--- src/rtl/stopwatch_ctrl_if.sv ---
// Signal bundle between the stopwatch run-control sequencer and its surroundings
// (buttons, time-base divider, elapsed-time counter, display driver).
interface stopwatch_ctrl_if #(
    parameter int TIME_WIDTH = 16
);
    logic                  btn_ss;
    logic                  btn_lr;
    logic                  tick;
    logic [TIME_WIDTH-1:0] time_in;
    logic                  tb_rst;
    logic                  cnt_en;
    logic                  cnt_clr;
    logic [TIME_WIDTH-1:0] disp;
    logic [1:0]            state;
    logic                  lap_active;

    modport master (
        output btn_ss, btn_lr, tick, time_in,
        input  tb_rst, cnt_en, cnt_clr, disp, state, lap_active
    );

    modport slave (
        input  btn_ss, btn_lr, tick, time_in,
        output tb_rst, cnt_en, cnt_clr, disp, state, lap_active
    );
endinterface

--- src/rtl/stopwatch_ctrl.sv ---
// Stopwatch run-control: button sync/edge detect, start/stop/lap/reset FSM,
// tick gating, counter clear and the lap-freezing display register.
module stopwatch_ctrl #(
    parameter int TIME_WIDTH = 16
) (
    input  logic             clk,
    input  logic             rst,
    stopwatch_ctrl_if.slave  bus
);

    typedef enum logic [1:0] {
        IDLE  = 2'b00,
        RUN   = 2'b01,
        PAUSE = 2'b10,
        LAP   = 2'b11
    } state_t;

    state_t                cur;
    state_t                nxt;
    logic [1:0]            ss_sync;
    logic [1:0]            lr_sync;
    logic                  ss_prev;
    logic                  lr_prev;
    logic                  ss_p;
    logic                  lr_p;
    logic                  lap_load;
    logic                  clr_set;
    logic                  clr_p0;
    logic                  clr_p1;
    logic [TIME_WIDTH-1:0] lap_reg;
    logic [TIME_WIDTH-1:0] disp_p0;

    // Synchronizers and prev flops reset high so a button held through reset stays silent.
    always_ff @(posedge clk or posedge rst) begin
        if (rst) begin
            ss_sync <= 2'b11;
            lr_sync <= 2'b11;
            ss_prev <= 1'b1;
            lr_prev <= 1'b1;
        end else begin
            ss_sync <= {ss_sync[0], bus.btn_ss};
            lr_sync <= {lr_sync[0], bus.btn_lr};
            ss_prev <= ss_sync[1];
            lr_prev <= lr_sync[1];
        end
    end

    assign ss_p = ss_sync[1] & ~ss_prev;
    assign lr_p = lr_sync[1] & ~lr_prev;

    always_ff @(posedge clk or posedge rst) begin
        if (rst) cur <= IDLE;
        else     cur <= nxt;
    end

    // Start/stop wins over lap/reset when both pulse together.
    always_comb begin
        nxt      = cur;
        lap_load = 1'b0;
        clr_set  = 1'b0;
        case (cur)
            IDLE: begin
                if (ss_p)      nxt = RUN;
                else if (lr_p) clr_set = 1'b1;
            end
            RUN: begin
                if (ss_p) nxt = PAUSE;
                else if (lr_p) begin
                    nxt      = LAP;
                    lap_load = 1'b1;
                end
            end
            LAP: begin
                if (ss_p)      nxt = PAUSE;
                else if (lr_p) nxt = RUN;
            end
            PAUSE: begin
                if (ss_p) nxt = RUN;
                else if (lr_p) begin
                    nxt     = IDLE;
                    clr_set = 1'b1;
                end
            end
            default: nxt = IDLE;
        endcase
    end

    always_comb begin
        bus.tb_rst     = 1'b1;
        bus.cnt_en     = 1'b0;
        bus.lap_active = 1'b0;
        case (cur)
            RUN: begin
                bus.tb_rst = 1'b0;
                bus.cnt_en = bus.tick;
            end
            LAP: begin
                bus.tb_rst     = 1'b0;
                bus.cnt_en     = bus.tick;
                bus.lap_active = 1'b1;
            end
            default: ;
        endcase
    end

    // Clear request is staged twice so the pulse lands one cycle after IDLE entry.
    always_ff @(posedge clk or posedge rst) begin
        if (rst) begin
            clr_p0 <= 1'b0;
            clr_p1 <= 1'b0;
        end else begin
            clr_p0 <= clr_set;
            clr_p1 <= clr_p0;
        end
    end

    always_ff @(posedge clk or posedge rst) begin
        if (rst) begin
            lap_reg <= '0;
            disp_p0 <= '0;
        end else begin
            if (lap_load) lap_reg <= bus.time_in;
            disp_p0 <= (cur == LAP) ? lap_reg : bus.time_in;
        end
    end

    assign bus.cnt_clr = clr_p1;
    assign bus.disp    = disp_p0;
    assign bus.state   = cur;

endmodule

--- src/flat_wrapper.sv ---
// flat-port wrapper written by rule: the top's interface ports become plain ports
module stopwatch_ctrl_flat 
#(
    parameter int TIME_WIDTH = 16
)
  (clk, rst, bus_btn_ss, bus_btn_lr, bus_tick, bus_time_in, bus_tb_rst, bus_cnt_en, bus_cnt_clr, bus_disp, bus_state, bus_lap_active);
  stopwatch_ctrl_if #(.TIME_WIDTH(TIME_WIDTH)) bus_i ();
  input  logic clk;
  input  logic rst;
  input wire logic [$bits(bus_i.btn_ss)-1:0] bus_btn_ss;
  input wire logic [$bits(bus_i.btn_lr)-1:0] bus_btn_lr;
  input wire logic [$bits(bus_i.tick)-1:0] bus_tick;
  input wire logic [$bits(bus_i.time_in)-1:0] bus_time_in;
  output wire logic [$bits(bus_i.tb_rst)-1:0] bus_tb_rst;
  output wire logic [$bits(bus_i.cnt_en)-1:0] bus_cnt_en;
  output wire logic [$bits(bus_i.cnt_clr)-1:0] bus_cnt_clr;
  output wire logic [$bits(bus_i.disp)-1:0] bus_disp;
  output wire logic [$bits(bus_i.state)-1:0] bus_state;
  output wire logic [$bits(bus_i.lap_active)-1:0] bus_lap_active;
  assign bus_i.btn_ss = bus_btn_ss;
  assign bus_i.btn_lr = bus_btn_lr;
  assign bus_i.tick = bus_tick;
  assign bus_i.time_in = bus_time_in;
  assign bus_tb_rst = bus_i.tb_rst;
  assign bus_cnt_en = bus_i.cnt_en;
  assign bus_cnt_clr = bus_i.cnt_clr;
  assign bus_disp = bus_i.disp;
  assign bus_state = bus_i.state;
  assign bus_lap_active = bus_i.lap_active;
  stopwatch_ctrl #(.TIME_WIDTH(TIME_WIDTH)) u_core (.clk(clk), .rst(rst), .bus(bus_i));
endmodule
--- config.mk ---
export PLATFORM = sky130hd
export DESIGN_NAME = stopwatch_ctrl_flat
export DESIGN_NICKNAME = d
export VERILOG_FILES = /design/src/rtl/stopwatch_ctrl_if.sv /design/src/rtl/stopwatch_ctrl.sv /design/src/flat_wrapper.sv
export SDC_FILE = /design/constraint.sdc
export NUM_CORES = 1
export LEC_CHECK = 0
export ABC_CLOCK_PERIOD_IN_PS = 2000
export BUFFER_PORTS_ARGS = -buffer_cell sky130_fd_sc_hd__clkbuf_2
export CORE_MARGIN = 2
export CORE_UTILIZATION = 40
export CTS_CLUSTER_SIZE = 20
export DETAILED_ROUTE_END_ITERATION = 7
export PLACE_DENSITY = 0.72
export RECOVER_POWER = 50
export SLEW_MARGIN = 20
export SYNTH_ARGS = -nofsm -noshare
export SYNTH_HDL_FRONTEND = slang
export SYNTH_SLANG_ARGS = --single-unit
export TNS_END_PERCENT = 5
--- constraint.sdc ---
create_clock -name clk -period 2 [get_ports clk]
set_input_delay 0.4 -clock clk [delete_from_list [all_inputs] [get_ports clk]]
set_output_delay 0.4 -clock clk [all_outputs]
set_load 0.005 [all_outputs]
* Yosys cells after proc, flatten, opt, wreduce, memory -nomap -nowiden
Cells that the tools add are included.
** Storage, ports and cells
- Bits in registers :: 42
- Input bits :: 21
- Logic and storage cells :: 40
** Operators by class
- Equality and inequality tests :: 7
- Mux-type cells :: 16
- Bitwise logic cells :: 4
- Reductions and logical operators :: 4
** Operators with widths (number)
- 2-to-1 mux 16 bit :: 1
- 2-to-1 mux 2 bit :: 7
- inequality test 3 x 1 -> 1 bit (second input constant) :: 3
- case mux 2 bit (4 select lines) :: 1
- 2-to-1 mux 1 bit :: 7
- equality test 2 bit (second input constant) :: 2
- AND reduction 4 bit :: 1
- OR reduction 2 bit :: 2
- AND 1 bit :: 2
- equality test 2 x 1 -> 1 bit (second input constant) :: 1
- logical NOT 2 bit :: 1
- inequality test 2 x 1 -> 1 bit (second input constant) :: 1
- NOT 1 bit :: 2

* Longest topological paths before layout
- Word-level depth :: 5
- Gate-level depth with buffers :: 4
- Mapped depth without buffers :: 3

* Worst setup path before layout
OpenSTA, ideal clock, no wires.
- Path type :: register to register
- Start :: reg u_core.lr_sync[1]
- End :: reg u_core.lap_reg[0]
- Setup time :: 0.125 ns
- Arrival time :: 1.333 ns
- Setup slack :: 0.542 ns
- Cell stages (with the launch flop) :: 5
- Buffers on the path :: 1
- Period minus slack after synthesis :: 1.458 ns
- Cells stage by stage :: dfstp_2 nor3b_4 nand3_4 buf_6 mux2_4
** Between the ends
- Word-level cells in the longest chain between the ends :: 4
** Ends and longest elaborated chain
- from (decl) :: RTL line stopwatch_ctrl.sv:21 : logic [1:0] lr_sync;
- from (signal assigned) :: RTL line stopwatch_ctrl.sv:42 : lr_sync <= {lr_sync[0], bus.btn_lr};
- AND 1 bit :: RTL line stopwatch_ctrl.sv:49 : assign lr_p = lr_sync[1] & ~lr_prev;
- 2-to-1 mux 1 bit :: RTL line stopwatch_ctrl.sv:68 : else if (lr_p) begin
- 2-to-1 mux 1 bit :: RTL line stopwatch_ctrl.sv:67 : if (ss_p) nxt = PAUSE;
- 2-to-1 mux 1 bit :: RTL line stopwatch_ctrl.sv:61 : case (cur)
- to (signal assigned) :: RTL line stopwatch_ctrl.sv:122 : if (lap_load) lap_reg <= bus.time_in;
- to (decl) :: RTL line stopwatch_ctrl.sv:30 : logic [TIME_WIDTH-1:0] lap_reg;
Every way passes these cells.
A chain may end at the register's enable or synchronous reset.

* Worst setup path in the final report
- Start :: reg u_core.cur[0] (netlist: u_core.bus.state[0])
- End :: out bus_lap_active
** Between the ends
- Word-level cells in the longest chain between the ends :: 2
** Ends and longest elaborated chain
- from (decl) :: RTL line stopwatch_ctrl.sv:18 : state_t cur;
- from (signal assigned) :: RTL line stopwatch_ctrl.sv:53 : else cur <= nxt;
- equality test 2 bit :: RTL line stopwatch_ctrl.sv:92 : case (cur)
- 2-to-1 mux 1 bit :: RTL line stopwatch_ctrl.sv:92
- to (decl) :: RTL line flat_wrapper.sv:19 : output wire logic [$bits(bus_i.lap_active)-1:0] bus_lap_active;
Every way passes these cells.

==> metrics.txt <==
Yosys cell types=18; Final Cycle Share=86.7%; cells along the critical path=nand2_2, inv_1, clkbuf_2; Resized Gates After CTS=0; Pwr Density=1360 nW/um^2; GRT Util Overall=13.5%; crit path DAT=1.33 ns; Residual DRC=0; sequential fraction of the synthesis area=67.0%; Chip Width=66.8 um; Synth area leaders=dfrtp_1, mux2_2, dfstp_2; Antenna Cells=0; min Tclk post-route=1.73 ns; fin nets=160; top-area cell type share of the netlist area=57.1%; Max-slew headroom=34.5%; syn avg cell area=17.4 sq um; area leader, netlist=dfrtp_1; final clock skew=0.00758 ns; # IOs=43; top cells by count, synth=dfrtp_1, mux2_2, mux2_4, dfstp_2, inv_1; Least-Margin Pin Slew=0.982 ns; Fillers=328; CTS sink cnt=42; Required @ worst endpoint=1.60 ns; die area=4470 sq um; H-tree levels=2; CP Launch Type=flip-flop; Crit-path slowest cell=dfrtp_1; Placed Instances=180; Final ANT Viol Nets=0; Core Rows=22; fmax=577 MHz; synthesized flop and latch total=42; vias per cell=4.70; Remaining Overflow, GRT=0; setup TNS=0 ns; DP HPWL=1.85 mm; GP Congestion=0.688; Mapped Cells=91; Slew Limit Fails=0; Clock Pin Slew Worst Setup and Hold Paths=0.08 ns; status=finished clean; yosys warns=0; TritonCTS Buffers=5; vias in the first global route=938; Peak VDD IR=0.000574 V; Die Height=66.8 um; largest net degree at the start of global routing=43; Hold Crit Class=input pin to flip-flop; final setup fails=0; initial antenna violation count=0; Synth-to-Final Area Change=23.1%; Initial Util=42.5%; core area=3720 sq um; Mapped Nets=112; register area=1060 sq um; first-pass GRT wire length=4.33 mm; Worst Path Max Fanout=17; Iteration-0 DRC Markers=22; clk buf depth=2; top_reg_cell synth=dfrtp_1; area of the mapped netlist=1580 sq um; Vias=883; Total Wirelength=2.56 mm; crit-path max cell delay=0.49 ns; Post-CTS Hold Fix Bufs=0; RSZ-0062 raised after global routing=false; Detailed Routing Iterations Pass 1=2; Worst Path Class, Setup=flip-flop to primary output; CTS tree=done; Non-Filler Instances=188; I/O Buffers=42; Post-synth ARST share=100%; insertion delay to the later sink of the worst-skew pair=0.29 ns; CP Capture Type=primary output; Routed WL per cell=13.6 um; CTS root buf=clkbuf_8; Leakage=0.947 nW; layout cells sized above 1=62.1%; setup bufs post-CTS=0; Max Cap Violations=0; Final Hold Fails=0; most numerous cell in the Yosys netlist=dfrtp_1; multi-input combinational cell area=493 sq um; number of enable flip-flop cells after synthesis=0
[final cells by class]
cell class,instances,share of cell area (%)
Multi-Input combinational cell,44,25.4
Clock buffer,7,3.93
Tap cell,48,3.09
Sequential cell,42,54.5
Timing Repair Buffer,43,11.0
Inverter,3,0.580
Clock inverter,1,1.55
[kinds of logic (layout without fill, tap and decap cells)]
group,Yosys count,count (layout),share of synthesized area (%)
compound gates,1,1,0.317
xor+xnor,1,1,0.555
buf+inv,5,54,1.74
flops,42,42,67.0
mux,32,32,25.2
simple gates,10,10,5.15
[critical path, delay by kind of cell (launching register included)]
kind / cells / cell delay [ns]
and+or+nand+nor: 1 / 0.31
DFF: 1 / 0.49
buffers and inverters: 2 / 0.24
[placed cells by master (no fill, tap or decap)]
| cell | n |
|---|---|
| mux2_2 | 22 |
| clkbuf_2 | 42 |
| nor3_1 | 1 |
| nand3_4 | 1 |
| bufinv_16 | 1 |
| clkbuf_1 | 3 |
| nand2b_1 | 2 |
| o21ai_0 | 1 |
| nand3_1 | 1 |
| clkbuf_8 | 5 |
| nand2_2 | 1 |
| and2_1 | 1 |
| dfrtp_1 | 36 |
| nor3b_4 | 1 |
| dfstp_2 | 4 |
| mux2_4 | 10 |
| nor2b_1 | 1 |
| nand2_1 | 1 |
| clkinv_1 | 1 |
| inv_1 | 2 |
| xnor2_1 | 1 |
| dfstp_1 | 2 |
[power breakdown]
group	internal, W	switching [W]
combinational	0.000446	0.000255
sequential	0.00115	0.000155
clock	0.000373	0.000257
total	0.00197	0.000667
[final timing paths]
check / from / end / slack (ns) / cells past startpoint
setup / recovery: u_core.bus.state[0]$_DFFE_PP0P_ / bus_lap_active / 0.27 / 3
hold / removal: bus_btn_lr / u_core.lr_sync[0]$_DFF_PP1_ / 0.19 / 1
setup reg to reg: u_core.lr_sync[1]$_DFF_PP1_ / u_core.lap_reg[1]$_DFFE_PP0P_ / 0.42 / 3
hold reg to reg: u_core.clr_p0$_DFF_PP0_ / u_core.bus.cnt_clr$_DFF_PP0_ / 0.35 / 0
max in group asynchronous: rst / u_core.bus.disp[13]$_DFF_PP0_ / 1.00 / 3
min in group asynchronous: rst / u_core.lap_reg[12]$_DFFE_PP0P_ / 0.39 / 3
[per-stage QoR]
stage | util (%) | hold WS, ns | setup WS, ns | power [W] | cell area, sq um
2_1_floorplan | - | 0.331 | 0.542 | 0.00178 | 1580
5_1_grt | 52.3 | 0.174 | 0.111 | 0.00282 | 1940
3_5_place_dp | 49.5 | 0.341 | 0.431 | 0.00205 | 1840
6_report | 52.3 | 0.191 | 0.266 | 0.00264 | 1940
3_3_place_gp | 49.5 | 0.333 | 0.476 | 0.00200 | 1840
4_1_cts | 52.4 | 0.181 | 0.229 | 0.00269 | 1950
[per-layer routing]
metal | track usage (%) | part of all wire (%) | vias up
li1 | - | - | 407
met1 | 15.5 | 40 | 437
met2 | 22.9 | 50 | 36
met3 | 6.25 | 8.7 | 3
met4 | 3.06 | 0.94 | 0
met5 | 0 | 0 | -
Note: power is estimated with default switching activity, not from simulation.
